`src/rtl/score_pkg.sv`:
```
`default_nettype none
// +----------------------------------------------------------------------------+
// | Package    : score_pkg                                                     |
// | Purpose    : Shared definitions for the score keeper: FSM state encoding   |
// |              and width-generic helpers for one-hot checking and            |
// |              saturating / wrapping add and subtract.                       |
// | Contents   : state_t (ST_IDLE, ST_WAIT_REL), MAX_W, onehot_chk(),          |
// |              sat_add(), sat_sub()                                          |
// | Revision   : 1.0 - initial release                                         |
// +----------------------------------------------------------------------------+
package score_pkg;

  // Widest operand the helpers handle. Callers zero-extend into this width
  // and truncate the result back to their own width.
  localparam int MAX_W = 32;

  typedef enum logic [0:0] {
    ST_IDLE     = 1'b0,
    ST_WAIT_REL = 1'b1
  } state_t;

  // True when exactly one of the low n bits of v is set.
  function automatic logic onehot_chk(input logic [MAX_W-1:0] v, input int n);
    int cnt;
    cnt = 0;
    for (int i = 0; i < MAX_W; i++) begin
      if (i < n && v[i]) cnt++;
    end
    return (cnt == 1);
  endfunction

  // s + pts evaluated one bit wider than w, then clamped to 2**w-1 (sat=1)
  // or reduced modulo 2**w (sat=0).
  function automatic logic [MAX_W-1:0] sat_add(input logic [MAX_W-1:0] s,
                                               input logic [MAX_W-1:0] pts,
                                               input int               w,
                                               input logic             sat);
    logic [MAX_W:0] top;
    logic [MAX_W:0] sum;
    top = ((MAX_W+1)'(1) << w) - (MAX_W+1)'(1);
    sum = {1'b0, s} + {1'b0, pts};
    if (sat && (sum > top)) sum = top;
    return MAX_W'(sum & top);
  endfunction

  // s - pts floored at 0 (sat=1) or reduced modulo 2**w (sat=0).
  function automatic logic [MAX_W-1:0] sat_sub(input logic [MAX_W-1:0] s,
                                               input logic [MAX_W-1:0] pts,
                                               input int               w,
                                               input logic             sat);
    logic [MAX_W:0] top;
    logic [MAX_W:0] diff;
    top  = ((MAX_W+1)'(1) << w) - (MAX_W+1)'(1);
    diff = {1'b0, s} - {1'b0, pts};
    if (sat && (pts > s)) diff = '0;
    return MAX_W'(diff & top);
  endfunction

endpackage
`default_nettype wire

```
`src/rtl/score_keeper_if.sv`:
```
`default_nettype none
// +----------------------------------------------------------------------------+
// | Interface  : score_keeper_if                                               |
// | Purpose    : Host/buzz-path side bundle of the score keeper.               |
// | Signals    : true, false  host verdict levels                              |
// |              en_s         one-hot answer-valid hold (bit i = team i)       |
// |              clr          synchronous score clear                          |
// |              zd_r, err    one-cycle applied / rejected pulses              |
// |              EDA_fs       packed scores, team i at [i*SCORE_W +: SCORE_W]  |
// |              lead_id,     registered leader index / any-score-non-zero     |
// |              lead_v                                                        |
// | Modports   : master (host side), slave (score keeper)                      |
// | Revision   : 1.0 - initial release                                         |
// +----------------------------------------------------------------------------+
interface score_keeper_if #(
  parameter int N_TEAMS = 4,
  parameter int SCORE_W = 4
);
  localparam int ID_W = $clog2(N_TEAMS);

  logic                       true;
  logic                       false;
  logic [N_TEAMS-1:0]         en_s;
  logic                       clr;
  logic                       zd_r;
  logic                       err;
  logic [N_TEAMS*SCORE_W-1:0] EDA_fs;
  logic [ID_W-1:0]            lead_id;
  logic                       lead_v;

  modport master (
    output true, false, en_s, clr,
    input  zd_r, err, EDA_fs, lead_id, lead_v
  );

  modport slave (
    input  true, false, en_s, clr,
    output zd_r, err, EDA_fs, lead_id, lead_v
  );

endinterface
`default_nettype wire

```
`src/rtl/score_leader.sv`:
```
`default_nettype none
// +----------------------------------------------------------------------------+
// | Module     : score_leader                                                  |
// | Purpose    : Finds the highest-scoring team (lowest index on a tie) and    |
// |              whether any score is non-zero, then registers both.           |
// | Ports      : clk_count  in   clock, rising edge                            |
// |              rst_n      in   synchronous active-low reset                  |
// |              scores     in   packed scores, team i at [i*SCORE_W+:SCORE_W] |
// |              lead_id    out  registered argmax index                       |
// |              lead_v     out  registered OR of (score != 0)                 |
// | Revision   : 1.0 - initial release                                         |
// +----------------------------------------------------------------------------+
module score_leader #(
  parameter int N_TEAMS = 4,
  parameter int SCORE_W = 4,
  parameter int ID_W    = 2
) (
  input  logic                       clk_count,
  input  logic                       rst_n,
  input  logic [N_TEAMS*SCORE_W-1:0] scores,
  output logic [ID_W-1:0]            lead_id,
  output logic                       lead_v
);

  logic [ID_W-1:0]    best_idx;
  logic [SCORE_W-1:0] best_val;
  logic               any_nz;

  // Ascending scan with a strict compare: a later team only takes the lead
  // when it is strictly ahead, so ties stay with the lower index. With all
  // scores zero this leaves index 0.
  always_comb begin
    best_idx = '0;
    best_val = scores[0 +: SCORE_W];
    any_nz   = 1'b0;
    for (int i = 0; i < N_TEAMS; i++) begin
      if (scores[i*SCORE_W +: SCORE_W] > best_val) begin
        best_val = scores[i*SCORE_W +: SCORE_W];
        best_idx = ID_W'(i);
      end
      if (scores[i*SCORE_W +: SCORE_W] != '0) any_nz = 1'b1;
    end
  end

  always_ff @(posedge clk_count) begin
    if (!rst_n) begin
      lead_id <= '0;
      lead_v  <= 1'b0;
    end else begin
      lead_id <= best_idx;
      lead_v  <= any_nz;
    end
  end

endmodule
`default_nettype wire

```
`src/rtl/score_keeper.sv`:
```
`default_nettype none
// +----------------------------------------------------------------------------+
// | Module     : score_keeper                                                  |
// | Purpose    : N-team score recorder. Applies one host verdict per          |
// |              assertion to the team selected by the one-hot en_s, with      |
// |              optional penalty, saturating or wrapping arithmetic, error    |
// |              flagging, host clear and leader tracking.                     |
// | Ports      : clk_count  in   clock, rising edge                            |
// |              rst_n      in   synchronous active-low reset                  |
// |              bus        slave modport of score_keeper_if                   |
// |                         (true/false/en_s/clr in; zd_r/err/EDA_fs/          |
// |                          lead_id/lead_v out)                               |
// | Revision   : 1.0 - initial release                                         |
// +----------------------------------------------------------------------------+
module score_keeper #(
  parameter int N_TEAMS   = 4,
  parameter int SCORE_W   = 4,
  parameter int PTS_RIGHT = 1,
  parameter int PTS_WRONG = 0,
  parameter int SATURATE  = 1
) (
  input  logic         clk_count,
  input  logic         rst_n,
  score_keeper_if.slave bus
);
  import score_pkg::*;

  localparam int ID_W = $clog2(N_TEAMS);

  // Elaboration-time parameter guards.
  if (N_TEAMS < 2 || N_TEAMS > 16) begin : g_bad_teams
    $error("score_keeper: N_TEAMS must be in 2..16");
  end
  if (SCORE_W < 1 || SCORE_W > 31) begin : g_bad_width
    $error("score_keeper: SCORE_W must be in 1..31");
  end
  if (PTS_RIGHT < 0 || PTS_RIGHT >= (1 << SCORE_W)) begin : g_bad_right
    $error("score_keeper: PTS_RIGHT must be below 2**SCORE_W");
  end
  if (PTS_WRONG < 0 || PTS_WRONG >= (1 << SCORE_W)) begin : g_bad_wrong
    $error("score_keeper: PTS_WRONG must be below 2**SCORE_W");
  end

  state_t                     state;
  logic                       zd_q;
  logic                       err_q;
  logic                       verdict;
  logic                       legal;
  logic                       apply;
  logic [N_TEAMS*SCORE_W-1:0] scores_flat;
  logic [ID_W-1:0]            lead_id;
  logic                       lead_v;

  // true&false gives verdict=0, so it can never look legal.
  assign verdict = bus.true ^ bus.false;
  assign legal   = verdict && onehot_chk(MAX_W'(bus.en_s), N_TEAMS);
  // Score update strobe; clr wins over a verdict arriving in the same cycle.
  assign apply   = (state == ST_IDLE) && !bus.clr && legal;

  always_ff @(posedge clk_count) begin
    if (!rst_n) begin
      state <= ST_IDLE;
      zd_q  <= 1'b0;
      err_q <= 1'b0;
    end else begin
      zd_q  <= 1'b0;
      err_q <= 1'b0;
      if (bus.clr) begin
        // Parking in WAIT_REL swallows any verdict held across the clear.
        state <= ST_WAIT_REL;
      end else begin
        case (state)
          ST_IDLE: begin
            if (bus.true || bus.false) begin
              state <= ST_WAIT_REL;
              if (legal) zd_q  <= 1'b1;
              else       err_q <= 1'b1;
            end
          end
          ST_WAIT_REL: begin
            if (!bus.true && !bus.false) state <= ST_IDLE;
          end
          default: state <= ST_IDLE;
        endcase
      end
    end
  end

  for (genvar i = 0; i < N_TEAMS; i++) begin : g_team
    logic [SCORE_W-1:0] score;

    always_ff @(posedge clk_count) begin
      if (!rst_n || bus.clr) begin
        score <= '0;
      end else if (apply && bus.en_s[i]) begin
        if (bus.true)
          score <= SCORE_W'(sat_add(MAX_W'(score), MAX_W'(PTS_RIGHT), SCORE_W,
                                    SATURATE != 0));
        else
          score <= SCORE_W'(sat_sub(MAX_W'(score), MAX_W'(PTS_WRONG), SCORE_W,
                                    SATURATE != 0));
      end
    end

    assign scores_flat[i*SCORE_W +: SCORE_W] = score;
  end

  score_leader #(
    .N_TEAMS (N_TEAMS),
    .SCORE_W (SCORE_W),
    .ID_W    (ID_W)
  ) u_leader (
    .clk_count (clk_count),
    .rst_n     (rst_n),
    .scores    (scores_flat),
    .lead_id   (lead_id),
    .lead_v    (lead_v)
  );

  assign bus.zd_r    = zd_q;
  assign bus.err     = err_q;
  assign bus.EDA_fs  = scores_flat;
  assign bus.lead_id = lead_id;
  assign bus.lead_v  = lead_v;

endmodule
`default_nettype wire

```
`src/flat_wrapper.sv`:
```
// flat-port wrapper written by rule: the top's interface ports become plain ports
module score_keeper_flat import score_pkg::*;
#(
  parameter int N_TEAMS   = 4,
  parameter int SCORE_W   = 4,
  parameter int PTS_RIGHT = 1,
  parameter int PTS_WRONG = 0,
  parameter int SATURATE  = 1
)
  (clk_count, rst_n, bus_true, bus_false, bus_en_s, bus_clr, bus_zd_r, bus_err, bus_EDA_fs, bus_lead_id, bus_lead_v);
  score_keeper_if #(.N_TEAMS(N_TEAMS), .SCORE_W(SCORE_W)) bus_i ();
  input  logic clk_count;
  input  logic rst_n;
  input wire logic [$bits(bus_i.true)-1:0] bus_true;
  input wire logic [$bits(bus_i.false)-1:0] bus_false;
  input wire logic [$bits(bus_i.en_s)-1:0] bus_en_s;
  input wire logic [$bits(bus_i.clr)-1:0] bus_clr;
  output wire logic [$bits(bus_i.zd_r)-1:0] bus_zd_r;
  output wire logic [$bits(bus_i.err)-1:0] bus_err;
  output wire logic [$bits(bus_i.EDA_fs)-1:0] bus_EDA_fs;
  output wire logic [$bits(bus_i.lead_id)-1:0] bus_lead_id;
  output wire logic [$bits(bus_i.lead_v)-1:0] bus_lead_v;
  assign bus_i.true = bus_true;
  assign bus_i.false = bus_false;
  assign bus_i.en_s = bus_en_s;
  assign bus_i.clr = bus_clr;
  assign bus_zd_r = bus_i.zd_r;
  assign bus_err = bus_i.err;
  assign bus_EDA_fs = bus_i.EDA_fs;
  assign bus_lead_id = bus_i.lead_id;
  assign bus_lead_v = bus_i.lead_v;
  score_keeper #(.N_TEAMS(N_TEAMS), .SCORE_W(SCORE_W), .PTS_RIGHT(PTS_RIGHT), .PTS_WRONG(PTS_WRONG), .SATURATE(SATURATE)) u_core (.clk_count(clk_count), .rst_n(rst_n), .bus(bus_i));
endmodule
```
`config.mk`:
```
export PLATFORM = sky130hd
export DESIGN_NAME = score_keeper_flat
export DESIGN_NICKNAME = d
export VERILOG_FILES = /design/src/rtl/score_pkg.sv /design/src/rtl/score_keeper_if.sv /design/src/rtl/score_leader.sv /design/src/rtl/score_keeper.sv /design/src/flat_wrapper.sv
export SDC_FILE = /design/constraint.sdc
export NUM_CORES = 1
export LEC_CHECK = 0
export BUFFER_PORTS_ARGS = -buffer_cell sky130_fd_sc_hd__buf_2
export CORE_MARGIN = 5
export CORE_UTILIZATION = 55
export DETAILED_ROUTE_END_ITERATION = 16
export GPL_ROUTABILITY_DRIVEN = 0
export PLACE_DENSITY = 0.79
export SLEW_MARGIN = 10
export SYNTH_ARGS = -nofsm -noshare
export SYNTH_HDL_FRONTEND = slang
export SYNTH_SLANG_ARGS = --single-unit
```
`constraint.sdc`:
```
create_clock -name clk_count -period 4.2 [get_ports clk_count]
set_input_delay 0.63 -clock clk_count [delete_from_list [all_inputs] [get_ports clk_count]]
set_output_delay 0.63 -clock clk_count [all_outputs]
set_load 0.02 [all_outputs]
```
==> results of run 1 <==
registers in the layout, indices dropped and copies added, names as in the netlist:
| name | flops |
|---|---|
| u_core.bus.zd_r | 1 |
| u_core.bus.err | 1 |
| u_core.g_team.score | 16 |
| u_core.u_leader.lead_v | 1 |
| u_core.state | 1 |
| u_core.u_leader.lead_id | 2 |
where the power goes:
part           internal, mW  total, mW  switching [mW]
clock network        0.0335     0.0972          0.0636
registers             0.212      0.213         0.00163
logic                0.0234     0.0684          0.0450
timing repair:
item	4_1_cts	5_1_grt
resized for setup	0	2
endpoints found under the setup margin	0	2
hold buffers	0	0
metrics by stage:
| stage | setup WS, ns | power (mW) | hold WS [ns] |
|---|---|---|---|
| after global placement | 0.4095 | 0.2820 | 0.4621 |
| after floorplan | 0.3668 | 0.2702 | 0.4381 |
| after detailed placement | 0.2235 | 0.2851 | 0.4696 |
| after CTS | 0.1800 | 0.3791 | 0.4882 |
| after global routing | 0.1192 | 0.3983 | 0.5266 |
| final | 0.4003 | 0.3788 | 0.4930 |
cell usage after synthesis, drive strengths merged:
master	n	share of area
xnor2	1	0.0099
o22ai	1	0.0038
inv	21	0.048
mux2	1	0.0068
clkbuf	4	0.0091
nor3	6	0.018
buf	4	0.023
and3	3	0.011
and4b	1	0.0061
nor4	10	0.038
a21oi	6	0.018
or3	1	0.0038
ha	24	0.18
o31a	4	0.021
nand3b	2	0.0091
nor3b	1	0.0046
nand2b	2	0.0076
nor2	7	0.016
and2	1	0.0038
mux2i	3	0.018
nand4	7	0.027
and4	1	0.0053
a311oi	5	0.027
nand3	2	0.0091
a211oi	9	0.044
o2111a	1	0.0076
o311ai	1	0.0099
a41oi	3	0.016
xor2	1	0.0053
o2111ai	1	0.0091
dfxtp	22	0.27
nor2b	2	0.0076
nand2	9	0.021
o21ai	8	0.024
o21a	2	0.0091
nor4b	1	0.0053
a31oi	12	0.046
layout make-up:
cell class | count | area (um2) | share of cell area
clock buffers | 3 | 22.52 | 0.01220
well taps | 31 | 38.79 | 0.02100
multi-input cells | 139 | 1084 | 0.5867
inverters | 21 | 78.83 | 0.04268
flip-flops and latches | 22 | 440.4 | 0.2385
repair buffers | 34 | 182.7 | 0.09892
cells by family (layout without fill, tap and decap cells):
logic type / count (synthesis) / count (layout) / synth area share
buffers and inverters: 29 / 58 / 0.07991
DFF: 22 / 22 / 0.2679
and+or+nand+nor: 56 / 56 / 0.1933
muxes: 4 / 4 / 0.02511
adders and majority gates: 24 / 24 / 0.1826
xor gates and xnor gates: 2 / 2 / 0.01522
AOI/OAI and AO/OA: 53 / 53 / 0.2359
layer usage:
metal  vias to the layer above  global-route usage  routed length, um
met3                        11             0.02418                440
met4                         0             0.07652                 84
met2                        90              0.3686               1978
met1                       777              0.2812               1786
met5                         -                   0                  0
li1                        793                   -                  -
critical path, delay by kind of cell (launching register included):
family,cells,cell delay (ns)
buf+inv,1,0.08
fa+ha+maj,3,0.89
flops,1,0.51
simple gates,3,0.42
compound gates,7,1.16
mux,2,0.67
path summary, 6_finish.rpt:
kind / end / slack [ns] / cells past startpoint
hold reg to reg: u_core.bus.zd_r / 0.49 / 1
hold / removal: u_core.bus.zd_r / 0.49 / 1
setup reg to reg: u_core.u_leader.lead_id[0] / 0.40 / 16
setup / recovery: u_core.u_leader.lead_id[0] / 0.40 / 16
==> flow_results.xml, run 1 <==
<?xml version="1.0" encoding="UTF-8"?>
<metrics>
  <group name="synth">
    <metric name="syn_nets" unit="">223</metric>
    <metric name="synthesis.area" unit="um2">1644</metric>
    <metric name="avgSynthCellArea" unit="um2">8.653</metric>
    <metric name="yosysWarningCount" unit="">0</metric>
    <metric name="syn-instance-count" unit="">190</metric>
    <metric name="post_synthesis_register_bit_count" unit="">22</metric>
    <metric name="post_synth_num_cell_types" unit="">41</metric>
    <metric name="synth.yosys.seq_area_share" unit="">0.2679</metric>
  </group>
  <group name="worst_setup_path">
    <metric name="crit_slowest_cell" unit="">sky130_fd_sc_hd__dfxtp_1</metric>
    <metric name="cells_traversed_along_the_worst_timing_path" unit="">inv_1 -&gt; ha_1 -&gt; and4_1 -&gt; a211oi_4 -&gt; mux2i_1 -&gt; ha_1 -&gt; o21ai_0 -&gt; a21oi_1 -&gt; o21ai_2 -&gt; mux2_2 -&gt; ha_1 -&gt; nand4_1 -&gt; o21ai_0 -&gt; a21oi_1 -&gt; a21oi_1 -&gt; nor2_1</metric>
    <metric name="worstSetupStartpoint" unit="">u_core.g_team[0].score[2]</metric>
    <metric name="critical_path.startpoint_type" unit="">flip-flop</metric>
    <metric name="timing_worst_setup_path_type" unit="">flip-flop to flip-flop</metric>
    <metric name="worst_r2r_startpoint" unit="">u_core.g_team[0].score[2]</metric>
    <metric name="cp_slowest_stage_delay" unit="ns">0.51</metric>
    <metric name="cp.required" unit="ns">4.45</metric>
    <metric name="crit_fanout" unit="">9</metric>
    <metric name="critical_path.endpoint_type" unit="">flip-flop</metric>
    <metric name="critical_path_data_arrival_time" unit="ns">4.05</metric>
  </group>
  <group name="run">
    <metric name="cap_violations" unit="">0</metric>
  </group>
  <group name="placed_design">
    <metric name="io_buffers" unit="">29</metric>
    <metric name="placedCellCount" unit="">247</metric>
    <metric name="post-dp-hpwl" unit="um">3266</metric>
    <metric name="placement.cell_area" unit="um2">1813</metric>
  </group>
  <group name="floorplanning">
    <metric name="top_level_ports" unit="">30</metric>
    <metric name="fp.dieArea" unit="um2">4183</metric>
    <metric name="num_rows" unit="">19</metric>
    <metric name="area_inside_the_core_boundary" unit="um2">2805</metric>
    <metric name="floorplan.initialDensity" unit="">0.5861</metric>
    <metric name="vert_die_dim" unit="um">64.68</metric>
    <metric name="die_width" unit="um">64.68</metric>
  </group>
  <group name="clock_network">
    <metric name="htreeDepth" unit="">1</metric>
    <metric name="cts_inserted_buffers" unit="">3</metric>
    <metric name="cts_tree" unit="">built</metric>
    <metric name="cts.reportedPaths.clkPinSlew" unit="ns">0.12</metric>
    <metric name="clock_path_buffers" unit="">2</metric>
    <metric name="cts_setup_buffers" unit="">0</metric>
    <metric name="worstSkewPairLatency" unit="ns">0.31</metric>
    <metric name="cts-root-buf" unit="">sky130_fd_sc_hd__clkbuf_4</metric>
    <metric name="cts_sinks" unit="">22</metric>
  </group>
  <group name="final_layout">
    <metric name="num_antenna_cells" unit="">0</metric>
    <metric name="final_nets" unit="">254</metric>
    <metric name="final_core_util" unit="">0.6583</metric>
    <metric name="fill_cells" unit="">233</metric>
    <metric name="layoutNonFillerInstCount" unit="">250</metric>
    <metric name="drive_gt1_frac" unit="">0.2055</metric>
    <metric name="post_route_cell_area" unit="um2">1847</metric>
    <metric name="layout.cells.most_common_list" unit="">sky130_fd_sc_hd__buf_2, sky130_fd_sc_hd__ha_1, sky130_fd_sc_hd__dfxtp_1</metric>
    <metric name="layout_commonest_cell" unit="">sky130_fd_sc_hd__buf_2</metric>
    <metric name="areaGrowthSynthToFinish" unit="%">12.33</metric>
  </group>
  <group name="sta">
    <metric name="setup_viol" unit="">0</metric>
    <metric name="grt_setup_unrepaired" unit="">false</metric>
    <metric name="worst_slew_margin_rel" unit="">0.5222</metric>
    <metric name="worst_pin_slew" unit="ns">0.7168</metric>
    <metric name="maxSlewViolCount" unit="">0</metric>
    <metric name="worst_clock_skew" unit="ns">0.007819</metric>
    <metric name="fin_setup_tns" unit="ns">0</metric>
    <metric name="layout_min_cycle_time" unit="ns">3.800</metric>
    <metric name="finalCritPeriodShare" unit="">0.9047</metric>
    <metric name="max_clock_freq" unit="GHz">0.2632</metric>
    <metric name="finalHoldViolCount" unit="">0</metric>
  </group>
  <group name="worst_hold_path">
    <metric name="min_from" unit="">u_core.state</metric>
    <metric name="holdCritPathClass" unit="">flip-flop to flip-flop</metric>
  </group>
  <group name="drt">
    <metric name="drt-pass1-iter-count" unit="">4</metric>
    <metric name="drt.antenna.violating_nets" unit="">0</metric>
    <metric name="detailroute.via_count" unit="">1671</metric>
    <metric name="avgViaCountPerCell" unit="">6.684</metric>
    <metric name="drtIter0Drc" unit="">151</metric>
    <metric name="post_drt_wl_per_cell" unit="um">17.16</metric>
    <metric name="remaining_drc_errors" unit="">0</metric>
    <metric name="postRouteWirelength" unit="um">4289</metric>
  </group>
  <group name="power_and_ir_drop">
    <metric name="pwr_density_cell" unit="nW/um2">205.1</metric>
    <metric name="vdd.ir_drop.worst" unit="V">0.0001614</metric>
    <metric name="p_leak" unit="nW">0.7817</metric>
  </group>
  <group name="global_route">
    <metric name="first_global_vias" unit="">1563</metric>
    <metric name="grt_max_degree" unit="">19</metric>
    <metric name="antenna_found_initial" unit="">0</metric>
    <metric name="grt_usage" unit="">0.2156</metric>
    <metric name="global_route_wire_length_before_repair" unit="um">7238</metric>
    <metric name="gr-total-overflow" unit="">0</metric>
  </group>
  <group name="status">
    <metric name="run_status" unit="">finished clean</metric>
  </group>
</metrics>
Note: power is estimated with default switching activity, not from simulation.
==> run 2: changes to the inputs <==
--- a/config.mk
+++ b/config.mk
@@ -5,12 +5,13 @@
 export SDC_FILE = /design/constraint.sdc
 export NUM_CORES = 1
 export LEC_CHECK = 0
+export ABC_AREA = 1
 export BUFFER_PORTS_ARGS = -buffer_cell sky130_fd_sc_hd__buf_2
 export CORE_MARGIN = 5
-export CORE_UTILIZATION = 55
+export CORE_UTILIZATION = 57
 export DETAILED_ROUTE_END_ITERATION = 16
 export GPL_ROUTABILITY_DRIVEN = 0
-export PLACE_DENSITY = 0.79
+export PLACE_DENSITY = 0.8
 export SLEW_MARGIN = 10
 export SYNTH_ARGS = -nofsm -noshare
 export SYNTH_HDL_FRONTEND = slang
==> run 2 against run 1 <==
Net effect:
- die area rose by 8.8%
- register-to-register slack improved by 0.27 ns
- count of clock-buffer cells in the layout rose by 1
- synthesized area up 14%
- non-clock buffer count down 5
- first-iteration DRC count is 24% lower
- sequential power hardly changed
- via count rose by 8.0%
- routed wire length is 11% lower
- total power rose by 9.4%
- cell count rose by 48%
- critical path type unchanged
- largest power group unchanged
- highest routed layer unchanged
==> flow_results.xml, run 2 <==
<?xml version="1.0" encoding="UTF-8"?>
<metrics>
  <group name="final_layout">
    <metric name="areaGrowthSynthToFinish" unit="%">11.50</metric>
    <metric name="layout_top_registers" unit="">u_core.g_team.score x16, u_core.u_leader.lead_id x2</metric>
    <metric name="drive_gt1_frac" unit="">0.1508</metric>
    <metric name="layout_commonest_cell" unit="">sky130_fd_sc_hd__nand2_1</metric>
    <metric name="fill_cells" unit="">305</metric>
    <metric name="num_antenna_cells" unit="">0</metric>
    <metric name="layout.cells.most_common_list" unit="">sky130_fd_sc_hd__nand2_1, sky130_fd_sc_hd__inv_1, sky130_fd_sc_hd__nor2_1</metric>
    <metric name="reg_with_most_ffs" unit="">u_core.g_team.score</metric>
    <metric name="final_core_util" unit="">0.6762</metric>
    <metric name="final_nets" unit="">359</metric>
    <metric name="post_route_cell_area" unit="um2">2098</metric>
    <metric name="number_of_flip_flops_in_the_largest_register" unit="">16</metric>
  </group>
  <group name="global_route">
    <metric name="first_global_vias" unit="">1626</metric>
    <metric name="global_route_wire_length_before_repair" unit="um">6817</metric>
    <metric name="grt_usage" unit="">0.1917</metric>
    <metric name="grt_max_degree" unit="">17</metric>
    <metric name="antenna_found_initial" unit="">0</metric>
    <metric name="gr-total-overflow" unit="">0</metric>
  </group>
  <group name="clock_network">
    <metric name="cts_sinks" unit="">22</metric>
    <metric name="htreeDepth" unit="">1</metric>
    <metric name="cts_setup_buffers" unit="">0</metric>
    <metric name="postCtsResizedCells" unit="">0</metric>
    <metric name="clock_path_buffers" unit="">2</metric>
    <metric name="cts-hold-fix-buffers" unit="">0</metric>
    <metric name="worstSkewPairLatency" unit="ns">0.31</metric>
    <metric name="cts.reportedPaths.clkPinSlew" unit="ns">0.13</metric>
    <metric name="cts_tree" unit="">built</metric>
    <metric name="cts-root-buf" unit="">sky130_fd_sc_hd__clkbuf_4</metric>
    <metric name="cts_inserted_buffers" unit="">3</metric>
  </group>
  <group name="sta">
    <metric name="fin_setup_tns" unit="ns">0</metric>
    <metric name="grt_setup_unrepaired" unit="">false</metric>
    <metric name="finalCritPeriodShare" unit="">0.8395</metric>
    <metric name="max_clock_freq" unit="GHz">0.2836</metric>
    <metric name="layout_min_cycle_time" unit="ns">3.526</metric>
    <metric name="worst_clock_skew" unit="ns">0.002183</metric>
    <metric name="worst_pin_slew" unit="ns">1.039</metric>
    <metric name="maxSlewViolCount" unit="">0</metric>
    <metric name="setup_viol" unit="">0</metric>
    <metric name="finalHoldViolCount" unit="">0</metric>
    <metric name="worst_slew_margin_rel" unit="">0.3050</metric>
  </group>
  <group name="synth">
    <metric name="post_synthesis_register_bit_count" unit="">22</metric>
    <metric name="synthesis.area" unit="um2">1882</metric>
    <metric name="avgSynthCellArea" unit="um2">6.379</metric>
    <metric name="yosysWarningCount" unit="">0</metric>
    <metric name="synth_async_sr_flop_share" unit="">0</metric>
    <metric name="synth_top_cells_by_count" unit="">sky130_fd_sc_hd__nand2_1, sky130_fd_sc_hd__inv_1, sky130_fd_sc_hd__nor2_1</metric>
    <metric name="synth_largest_area_cell" unit="">sky130_fd_sc_hd__dfxtp_1</metric>
    <metric name="syn_nets" unit="">328</metric>
    <metric name="syn-instance-count" unit="">295</metric>
    <metric name="yosysTopAreaCellShare" unit="">0.2340</metric>
    <metric name="top_count_cell_post_synth" unit="">sky130_fd_sc_hd__nand2_1</metric>
    <metric name="post_synth_num_cell_types" unit="">24</metric>
    <metric name="synth_enable_flop_cells" unit="">0</metric>
    <metric name="synth_top_cells_by_area" unit="">sky130_fd_sc_hd__dfxtp_1, sky130_fd_sc_hd__ha_1, sky130_fd_sc_hd__nand2_1, sky130_fd_sc_hd__inv_1, sky130_fd_sc_hd__nor2_1</metric>
    <metric name="synth.yosys.seq_area_share" unit="">0.2340</metric>
    <metric name="ys_dominant_reg_cell" unit="">sky130_fd_sc_hd__dfxtp_1</metric>
  </group>
  <group name="placed_design">
    <metric name="placement.cell_area" unit="um2">2062</metric>
    <metric name="post-dp-hpwl" unit="um">3069</metric>
    <metric name="io_buffers" unit="">29</metric>
  </group>
  <group name="drt">
    <metric name="drt-pass1-iter-count" unit="">4</metric>
    <metric name="remaining_drc_errors" unit="">0</metric>
    <metric name="avgViaCountPerCell" unit="">4.892</metric>
    <metric name="post_drt_wl_per_cell" unit="um">10.34</metric>
    <metric name="detailroute.via_count" unit="">1805</metric>
    <metric name="drtIter0Drc" unit="">115</metric>
    <metric name="drt.antenna.violating_nets" unit="">0</metric>
    <metric name="postRouteWirelength" unit="um">3817</metric>
  </group>
  <group name="worst_setup_path">
    <metric name="critical_path_data_arrival_time" unit="ns">3.71</metric>
    <metric name="worst_r2r_endpoint" unit="">u_core.u_leader.lead_id[1]</metric>
    <metric name="timing_worst_setup_path_type" unit="">flip-flop to flip-flop</metric>
    <metric name="critical_path.endpoint_type" unit="">flip-flop</metric>
    <metric name="critical_path.startpoint_type" unit="">flip-flop</metric>
    <metric name="cp.required" unit="ns">4.39</metric>
    <metric name="rrSetupSlack" unit="ns">0.67</metric>
    <metric name="crit_fanout" unit="">10</metric>
    <metric name="ff2ff_path_depth" unit="">17</metric>
    <metric name="worst_r2r_startpoint" unit="">u_core.g_team[0].score[3]</metric>
  </group>
  <group name="run">
    <metric name="cap_violations" unit="">0</metric>
  </group>
  <group name="worst_hold_path">
    <metric name="holdCritPathClass" unit="">input port to flip-flop</metric>
    <metric name="hold_path_end" unit="">u_core.state</metric>
    <metric name="min_from" unit="">rst_n</metric>
    <metric name="hold-path-cell-count" unit="">3</metric>
  </group>
  <group name="floorplanning">
    <metric name="die_width" unit="um">67.46</metric>
    <metric name="vert_die_dim" unit="um">67.46</metric>
    <metric name="area_inside_the_core_boundary" unit="um2">3103</metric>
    <metric name="floorplan.initialDensity" unit="">0.6065</metric>
    <metric name="num_rows" unit="">20</metric>
    <metric name="top_level_ports" unit="">30</metric>
    <metric name="fp.dieArea" unit="um2">4550</metric>
  </group>
  <group name="power_and_ir_drop">
    <metric name="sw_frac_of_total" unit="">0.2960</metric>
    <metric name="switchingPower" unit="uW">122.6</metric>
    <metric name="power.sequential.fraction" unit="">0.518</metric>
    <metric name="p_leak" unit="nW">1.145</metric>
    <metric name="vdd.ir_drop.worst" unit="V">0.0001073</metric>
    <metric name="power.share.combinational" unit="">0.192</metric>
    <metric name="internal_power" unit="uW">291.7</metric>
    <metric name="pwr_density_cell" unit="nW/um2">197.4</metric>
    <metric name="pwr-share-clk" unit="">0.290</metric>
  </group>
  <group name="status">
    <metric name="run_status" unit="">finished clean</metric>
  </group>
</metrics>
==> run 2: changes by cell type after synthesis, sizes merged, moves of 8 or more <==
cell / change
inv: +34
nand3: +15
nand2: +60
nor2: +43
nor4: -10
a211oi: -9
a21oi: +8
o21ai: +9
nand4: +8
a31oi: -11
==> run 2: cell type report <==
type,count,area (um2),area share
Clock buffer,4,36.28,0.01729
Inverter,55,206.4,0.09839
Multi-Input combinational cell,215,1215,0.5790
Sequential cell,22,440.4,0.2099
Tap cell,44,55.05,0.02624
Timing Repair Buffer,29,145.1,0.06917
==> run 2: metal layers <==
metal | GRT usage | wire length (um) | part of all wire
met5 | 0 | 0 | 0
met1 | 0.2377 | 1838 | 0.48
met4 | 0.06076 | 41 | 0.011
met3 | 0.02662 | 192 | 0.050
met2 | 0.3399 | 1744 | 0.46
==> run 2: stage by stage <==
step                      worst slack (ns)  hold slack (ns)  cells  power, mW
after CTS                           0.6757           0.5504    369     0.4172
after floorplan                     0.9790           0.5973    295     0.2813
after global placement              0.8265           0.5396    365     0.2982
after global routing                0.2184           0.5558    369     0.4407
after detailed placement            0.7136           0.5474    365     0.2994
final                               0.6741           0.5461    369     0.4143
==> run 2: worst max-delay path, stage by stage, from the launching register on <==
cell,delay (ns)
sky130_fd_sc_hd__dfxtp_1,0.41
sky130_fd_sc_hd__inv_1,0.13
sky130_fd_sc_hd__ha_1,0.34
sky130_fd_sc_hd__nand2_1,0.06
sky130_fd_sc_hd__o21ai_1,0.32
sky130_fd_sc_hd__nand2_1,0.16
sky130_fd_sc_hd__nand2_1,0.08
sky130_fd_sc_hd__and2_1,0.15
sky130_fd_sc_hd__ha_1,0.24
sky130_fd_sc_hd__a21oi_1,0.15
sky130_fd_sc_hd__o21ai_0,0.09
sky130_fd_sc_hd__o21ai_1,0.32
sky130_fd_sc_hd__o21ai_0,0.18
sky130_fd_sc_hd__ha_1,0.32
sky130_fd_sc_hd__a21oi_1,0.15
sky130_fd_sc_hd__o21ai_0,0.09
sky130_fd_sc_hd__o21ai_0,0.11
sky130_fd_sc_hd__a21oi_1,0.10
==> run 2: worst max-delay path by stage <==
stage / startpoint / endpoint / depth (start not counted)
after floorplan: u_core.g_team[0].score[3] / u_core.u_leader.lead_id[1] / 17
after global placement: u_core.g_team[0].score[3] / u_core.u_leader.lead_id[1] / 17
after detailed placement: u_core.g_team[0].score[3] / u_core.u_leader.lead_id[1] / 17
after CTS: u_core.g_team[0].score[3] / u_core.u_leader.lead_id[1] / 17
after global routing: u_core.g_team[0].score[3] / u_core.u_leader.lead_id[1] / 17
final: u_core.g_team[0].score[3] / u_core.u_leader.lead_id[1] / 17
==> run 2: power groups by stage <==
| stage | clock, mW | sequential (mW) | combinational, mW |
|---|---|---|---|
| after floorplan | 0 | 0.223 | 0.0580 |
| after global placement | 0 | 0.219 | 0.0793 |
| after detailed placement | 0 | 0.219 | 0.0802 |
| after CTS | 0.122 | 0.214 | 0.0804 |
| after global routing | 0.135 | 0.215 | 0.0911 |
| final | 0.120 | 0.214 | 0.0796 |
==> run 2: cells by family after synthesis <==
kind of cell	count (synthesis)	synth area share
simple gates	159	0.3923
flops	22	0.2340
fa+ha+maj	24	0.1596
buf+inv	58	0.1203
compound gates	32	0.09376
